**config.mk**
```make
export PLATFORM = sky130hd
export DESIGN_NAME = mv_coef_loader
export DESIGN_NICKNAME = d
export VERILOG_FILES = /design/src/rtl/mv_pkg.sv /design/src/rtl/sync_edge_det.sv /design/src/rtl/mv_coef_loader.sv
export SDC_FILE = /design/constraint.sdc
export NUM_CORES = 1
export LEC_CHECK = 0
export ABC_AREA = 1
export CAP_MARGIN = 5
export CORE_AREA = 2 2 79 88
export CTS_CLUSTER_DIAMETER = 60
export CTS_CLUSTER_SIZE = 8
export DETAILED_ROUTE_END_ITERATION = 10
export DIE_AREA = 0 0 81 90
export PLACE_DENSITY = 0.62
export SYNTH_ARGS = -nofsm -noshare
export SYNTH_HDL_FRONTEND = slang
export SYNTH_HIERARCHICAL = 1
export SYNTH_SLANG_ARGS = --single-unit
```
**constraint.sdc**
```tcl
create_clock -name clk -period 1.39 [get_ports clk]
set_input_delay 0.278 -clock clk [delete_from_list [all_inputs] [get_ports clk]]
set_output_delay 0.278 -clock clk [all_outputs]
set_load 0.01 [all_outputs]
```
**src/rtl/mv_pkg.sv**
```systemverilog
// mv_pkg: shared constants, command encodings, FSM state type and the
// reset-value helper for the mat_vec_mult coefficient loader.
//   N, W        : matrix dimension and coefficient width
//   NUM_COEF    : number of coefficients in one full load (N*N)
//   CNT_W       : width of the coefficient counter (counts 0..NUM_COEF)
//   MAT_W       : width of the flattened matrix bus
package mv_pkg;

  localparam int N        = 2;
  localparam int W        = 4;
  localparam int NUM_COEF = N * N;
  localparam int CNT_W    = $clog2(NUM_COEF + 1);
  localparam int MAT_W    = NUM_COEF * W;

  // Counter value meaning "every coefficient has been written".
  localparam logic [CNT_W-1:0] FULL_IDX = CNT_W'(NUM_COEF);

  typedef enum logic [1:0] {
    CMD_DATA   = 2'b00,
    CMD_START  = 2'b01,
    CMD_COMMIT = 2'b10,
    CMD_ABORT  = 2'b11
  } cmd_e;

  typedef enum logic {
    ST_IDLE = 1'b0,
    ST_LOAD = 1'b1
  } state_e;

  // Identity matrix in the flattened layout: element (r,c) at [(r*N+c)*W +: W].
  // Used as the reset value so the multiplier passes its vector through.
  function automatic logic [MAT_W-1:0] identity_matrix();
    logic [MAT_W-1:0] m;
    m = '0;
    for (int r = 0; r < N; r++) begin
      m[(r * N + r) * W +: W] = W'(1);
    end
    return m;
  endfunction

endpackage

```
**src/rtl/sync_edge_det.sv**
```systemverilog
// sync_edge_det: brings an asynchronous strobe and its companion data bus
// into the clk domain and emits a one-cycle pulse per strobe rising edge.
//   clk, rst_n : clock, asynchronous active-low reset
//   strobe_in  : raw strobe pin
//   data_in    : raw data pins qualified by the strobe (WIDTH bits)
//   pulse      : registered one-cycle pulse, one per strobe rising edge
//   data_out   : data taken from the same synchronizer stage as the strobe
module sync_edge_det #(
  parameter int WIDTH = 1
) (
  input  logic             clk,
  input  logic             rst_n,
  input  logic             strobe_in,
  input  logic [WIDTH-1:0] data_in,
  output logic             pulse,
  output logic [WIDTH-1:0] data_out
);

  logic             strb_s1;
  logic             strb_s2;
  logic             strb_prev;
  logic [WIDTH-1:0] data_s1;
  logic [WIDTH-1:0] data_s2;

  // Two flops of synchronization for strobe and data alike, then an edge
  // detector on the second stage. The pulse and its data are registered
  // together so the consumer sees them aligned in the same cycle.
  always_ff @(posedge clk or negedge rst_n) begin
    if (!rst_n) begin
      strb_s1   <= 1'b0;
      strb_s2   <= 1'b0;
      strb_prev <= 1'b0;
      data_s1   <= '0;
      data_s2   <= '0;
      pulse     <= 1'b0;
      data_out  <= '0;
    end else begin
      strb_s1   <= strobe_in;
      strb_s2   <= strb_s1;
      strb_prev <= strb_s2;
      data_s1   <= data_in;
      data_s2   <= data_s1;
      pulse     <= strb_s2 & ~strb_prev;
      data_out  <= data_s2;
    end
  end

endmodule

```
**src/rtl/mv_coef_loader.sv**
```systemverilog
// mv_coef_loader: writer side of the mat_vec_mult coefficient interface.
// Decodes strobed commands from the pins, assembles coefficients in a shadow
// register file and atomically copies them to the live matrix on COMMIT.
//   clk, rst_n   : clock, asynchronous active-low reset
//   ena          : when low, decoded events are discarded
//   strobe_in    : raw strobe pin, one event per rising edge
//   cmd_in       : raw command pins (DATA/START/COMMIT/ABORT)
//   data_in      : raw coefficient pins
//   matrix_out   : live matrix, element (r,c) at [(r*N+c)*W +: W]
//   matrix_valid : set once any commit has succeeded since reset
//   busy         : high while a load is in progress
//   err          : sticky protocol error, cleared by START or reset
//   load_count   : coefficients written in the current (or last) load
module mv_coef_loader
  import mv_pkg::*;
(
  input  logic             clk,
  input  logic             rst_n,
  input  logic             ena,
  input  logic             strobe_in,
  input  logic [1:0]       cmd_in,
  input  logic [W-1:0]     data_in,
  output logic [MAT_W-1:0] matrix_out,
  output logic             matrix_valid,
  output logic             busy,
  output logic             err,
  output logic [CNT_W-1:0] load_count
);

  logic             ev_pulse;
  logic [W+1:0]     ev_data;
  cmd_e             ev_cmd;
  logic [W-1:0]     ev_coef;

  state_e           state;
  logic [CNT_W-1:0] idx;
  logic [MAT_W-1:0] shadow;

  sync_edge_det #(
    .WIDTH(W + 2)
  ) u_sync (
    .clk       (clk),
    .rst_n     (rst_n),
    .strobe_in (strobe_in),
    .data_in   ({cmd_in, data_in}),
    .pulse     (ev_pulse),
    .data_out  (ev_data)
  );

  assign ev_cmd  = cmd_e'(ev_data[W+1:W]);
  assign ev_coef = ev_data[W-1:0];

  assign busy       = (state == ST_LOAD);
  assign load_count = idx;

  // Command FSM and register file. The live matrix only changes on a
  // complete COMMIT, so the multiplier never sees a half-written matrix.
  always_ff @(posedge clk or negedge rst_n) begin
    if (!rst_n) begin
      state        <= ST_IDLE;
      idx          <= '0;
      shadow       <= '0;
      matrix_out   <= identity_matrix();
      matrix_valid <= 1'b0;
      err          <= 1'b0;
    end else if (ev_pulse && ena) begin
      case (ev_cmd)
        CMD_START: begin
          state  <= ST_LOAD;
          idx    <= '0;
          shadow <= '0;
          err    <= 1'b0;
        end
        CMD_DATA: begin
          if (state == ST_LOAD) begin
            if (idx == FULL_IDX) begin
              err <= 1'b1;
            end else begin
              for (int i = 0; i < NUM_COEF; i++) begin
                if (idx == CNT_W'(i)) begin
                  shadow[i * W +: W] <= ev_coef;
                end
              end
              idx <= idx + CNT_W'(1);
            end
          end
        end
        CMD_COMMIT: begin
          state <= ST_IDLE;
          if (state == ST_LOAD && idx == FULL_IDX) begin
            matrix_out   <= shadow;
            matrix_valid <= 1'b1;
          end else begin
            err <= 1'b1;
          end
        end
        CMD_ABORT: begin
          state  <= ST_IDLE;
          shadow <= '0;
        end
        default: begin
          state <= state;
        end
      endcase
    end
  end

endmodule

```
==> impl_metrics.yaml <==
status:
  outcome: "finished, violations left"
  violations: "negative setup slack"
yosys:
  synthDominantCellAreaShare_pct: 66.4
  yosysMostFrequentCell: "nand2_1"
  syn_area_per_cell_sq_um: 10.4
  synthArstFlopShare_pct: 100
  synthTopCellsByArea: "dfrtp_1, nand2_1, o21ai_0"
  synth_warnings: 6
  synth_cell_types: 18
  synth_ff_type: "dfrtp_1"
  yosysTopAreaCell: "dfrtp_1"
  yosysSeqAreaShare_pct: 68.8
  netlist_instances: 210
  synth-edff-count: 0
  yosys-top-cells-count: "nand2_1, dfrtp_1, o21ai_0, inv_1, nor2_1"
  syn_nets: 225
  ys_ff_latch: 60
  syn_area_sq_um: 2190
timing:
  postLayoutSetupSlackWorst_ns: -0.118
  rsz0062_at_grt: "true"
  maxSlewViolCount: 0
  setup_tns_ns: -1.87
  relSlewSlack_pct: 73.8
  hold_viol: 0
  finalCriticalPeriod_ns: 1.51
  worst_pin_slew_ns: 0.392
  fin_skew_ns: 0.00464
  timing.hold.ws_ns: 0.340
  finalSetupViolations: 22
  fmax_mhz: 663
  fin_crit_sh_pct: 108
floorplan:
  core_region_area_sq_um: 6440
  dieArea_sq_um: 7290
  start_util_pct: 33.9
  die_height_um: 90
  die_w_um: 81
  num_io_pins: 32
  rows: 31
placement:
  dp.cells: 339
  place_congestion: 0.762
  hpwl_um: 2700
  pre_cts_slack_ns: -0.267
  portBuffers: 31
grt:
  grt_first_pass_wirelength_um: 7010
  grt_max_degree: 20
  antenna_found_initial: 0
  grt_pass1_vias: 1531
  grt.total_usage_pct: 13.0
  overflow: 0
finish:
  area_growth_syn_to_layout_pct: 47.5
  finalNetCount: 297
  multi_input_area_sq_um: 773
  layout-drive-gt1-share_pct: 34.1
  stdcell_count: 369
  num-fill-cells: 622
  diodes: 0
  regArea_sq_um: 1510
clock_network:
  clockBufferDepth: 2
  clk_pin_slew_worst_paths_ns: 0.07
  cts_inserted_buffers: 9
  tritoncts: "built"
  root_buffer: "clkbuf_8"
  clock-sinks: 60
  clk_latency_ns: 0.34
  cts_htree_levels: 3
power:
  leakage_uw: 0.00164
  ir_worst_vdd_v: 0.000624
  p_per_area_nw_per_um2: 1310
setup_path:
  crit_path_end_kind: "flip-flop"
  critPathKind: "reg2reg"
  worstPathArrival_ns: 1.80
  worst_ep_required_time_ns: 1.68
  path_max_fanout: 8
  worst_setup_path_start_kind: "flip-flop"
routing:
  first_pass_iters: 4
  wl_per_cell_um: 11.4
  vias: 1630
  drc: 0
  drt_wl_total_um: 4200
  drt_iter0_markers: 61
  ant_nets: 0
  vias_per_cell: 4.42
worst_hold_path:
  hp-class: "in2async"
job:
  cap_violations: 0
-- power breakdown --
part / internal [uW] / switching (uW) / total, uW
Sequential: 1870 / 85.4 / 1960
Combinational: 202 / 208 / 411
Clock: 1160 / 684 / 1840
-- routing by layer --
metal / global-route usage, % / routed length [um] / part of all wire (%)
met5: 0 / 0 / 0
met4: 6.36 / 99 / 2.4
met3: 5.72 / 232 / 5.5
met2: 19.1 / 2120 / 51
met1: 16.0 / 1740 / 42
-- path summary, 6_finish.rpt --
check	from	to	slack, ns	cells past startpoint
worst min-delay path	rst_n	shadow[0]	0.34	2
worst max register to register	load_count[0]	matrix_out[1]	-0.12	10
min in group clk	u_sync/data_s2[3]	u_sync/data_out[3]	0.35	0
worst min register to register	u_sync/data_s2[3]	u_sync/data_out[3]	0.35	0
max in group asynchronous	rst_n	matrix_out[12]	0.52	3
worst max-delay path	load_count[0]	matrix_out[1]	-0.12	10
-- cell usage in the layout (no fill, tap or decap), types with 3 or more instances in the layout --
master           instances
ha_1                     3
o21ai_0                 14
nand3_4                  3
clkbuf_8                12
nand2_1                 71
nor2_1                   4
dlygate4sd2_1           18
buf_4                   25
nor2_2                   4
inv_1                    6
nand2_2                 19
clkdlybuf4s50_1          8
dfrtp_1                 57
inv_2                    4
buf_12                   3
o21ai_2                  3
nand2_4                  3
-- logic make-up after synthesis --
kind of cell	synth area share [%]
AOI/OAI and AO/OA	5.04
and+or+nand+nor	20.5
DFF	68.8
adders and majority gates	2.86
buffers and inverters	2.75
-- critical path: stages (launching register included) --
cell and delay (ns):
dfrtp_2 0.43, inv_2 0.08, ha_4 0.14, nand2_4 0.06, nor2_4 0.07, nand2_2 0.07
nor2_4 0.22, buf_12 0.15, buf_12 0.12, nand2_2 0.05, nand2_1 0.05
-- registers in the layout (all words and copies together) (netlist names) --
name / flops
busy: 1
err: 1
load_count: 3
matrix_out: 16
matrix_valid: 1
shadow: 16
u_sync/data_out: 6
u_sync/data_s1: 6
u_sync/data_s2: 6
u_sync/pulse: 1
u_sync/strb_prev: 1
u_sync/strb_s1: 1
u_sync/strb_s2: 1
-- area by class of cell --
class | instances | share of cell area (%)
Timing Repair inverter | 1 | 0.194
Clock buffer | 13 | 5.24
Sequential cell | 60 | 46.7
Clock inverter | 3 | 2.10
Inverter | 11 | 1.44
Tap cell | 82 | 3.18
Timing Repair Buffer | 62 | 17.2
Multi-Input combinational cell | 137 | 24.0
-- metrics by stage --
step | power, uW | util, % | cell area (sq um)
after CTS | 4190 | 47.5 | 3060
final | 4210 | 50.1 | 3220
after global routing | 4410 | 50.1 | 3220
after detailed placement | 2300 | 42.4 | 2730
after floorplan | 2110 | - | 2190
after global placement | 2300 | 42.4 | 2730
-- what timing repair did --
action / CTS / global route
endpoints found under the hold margin: 7 / 0
gates cloned: 0 / 1
endpoints found under the setup margin: 58 / 40
pin swaps: 2 / 15
hold buffers: 1 / 0
buffers inserted: 6 / 7
gates resized for setup: 45 / 45
Power figures use the tool's default switching activity.
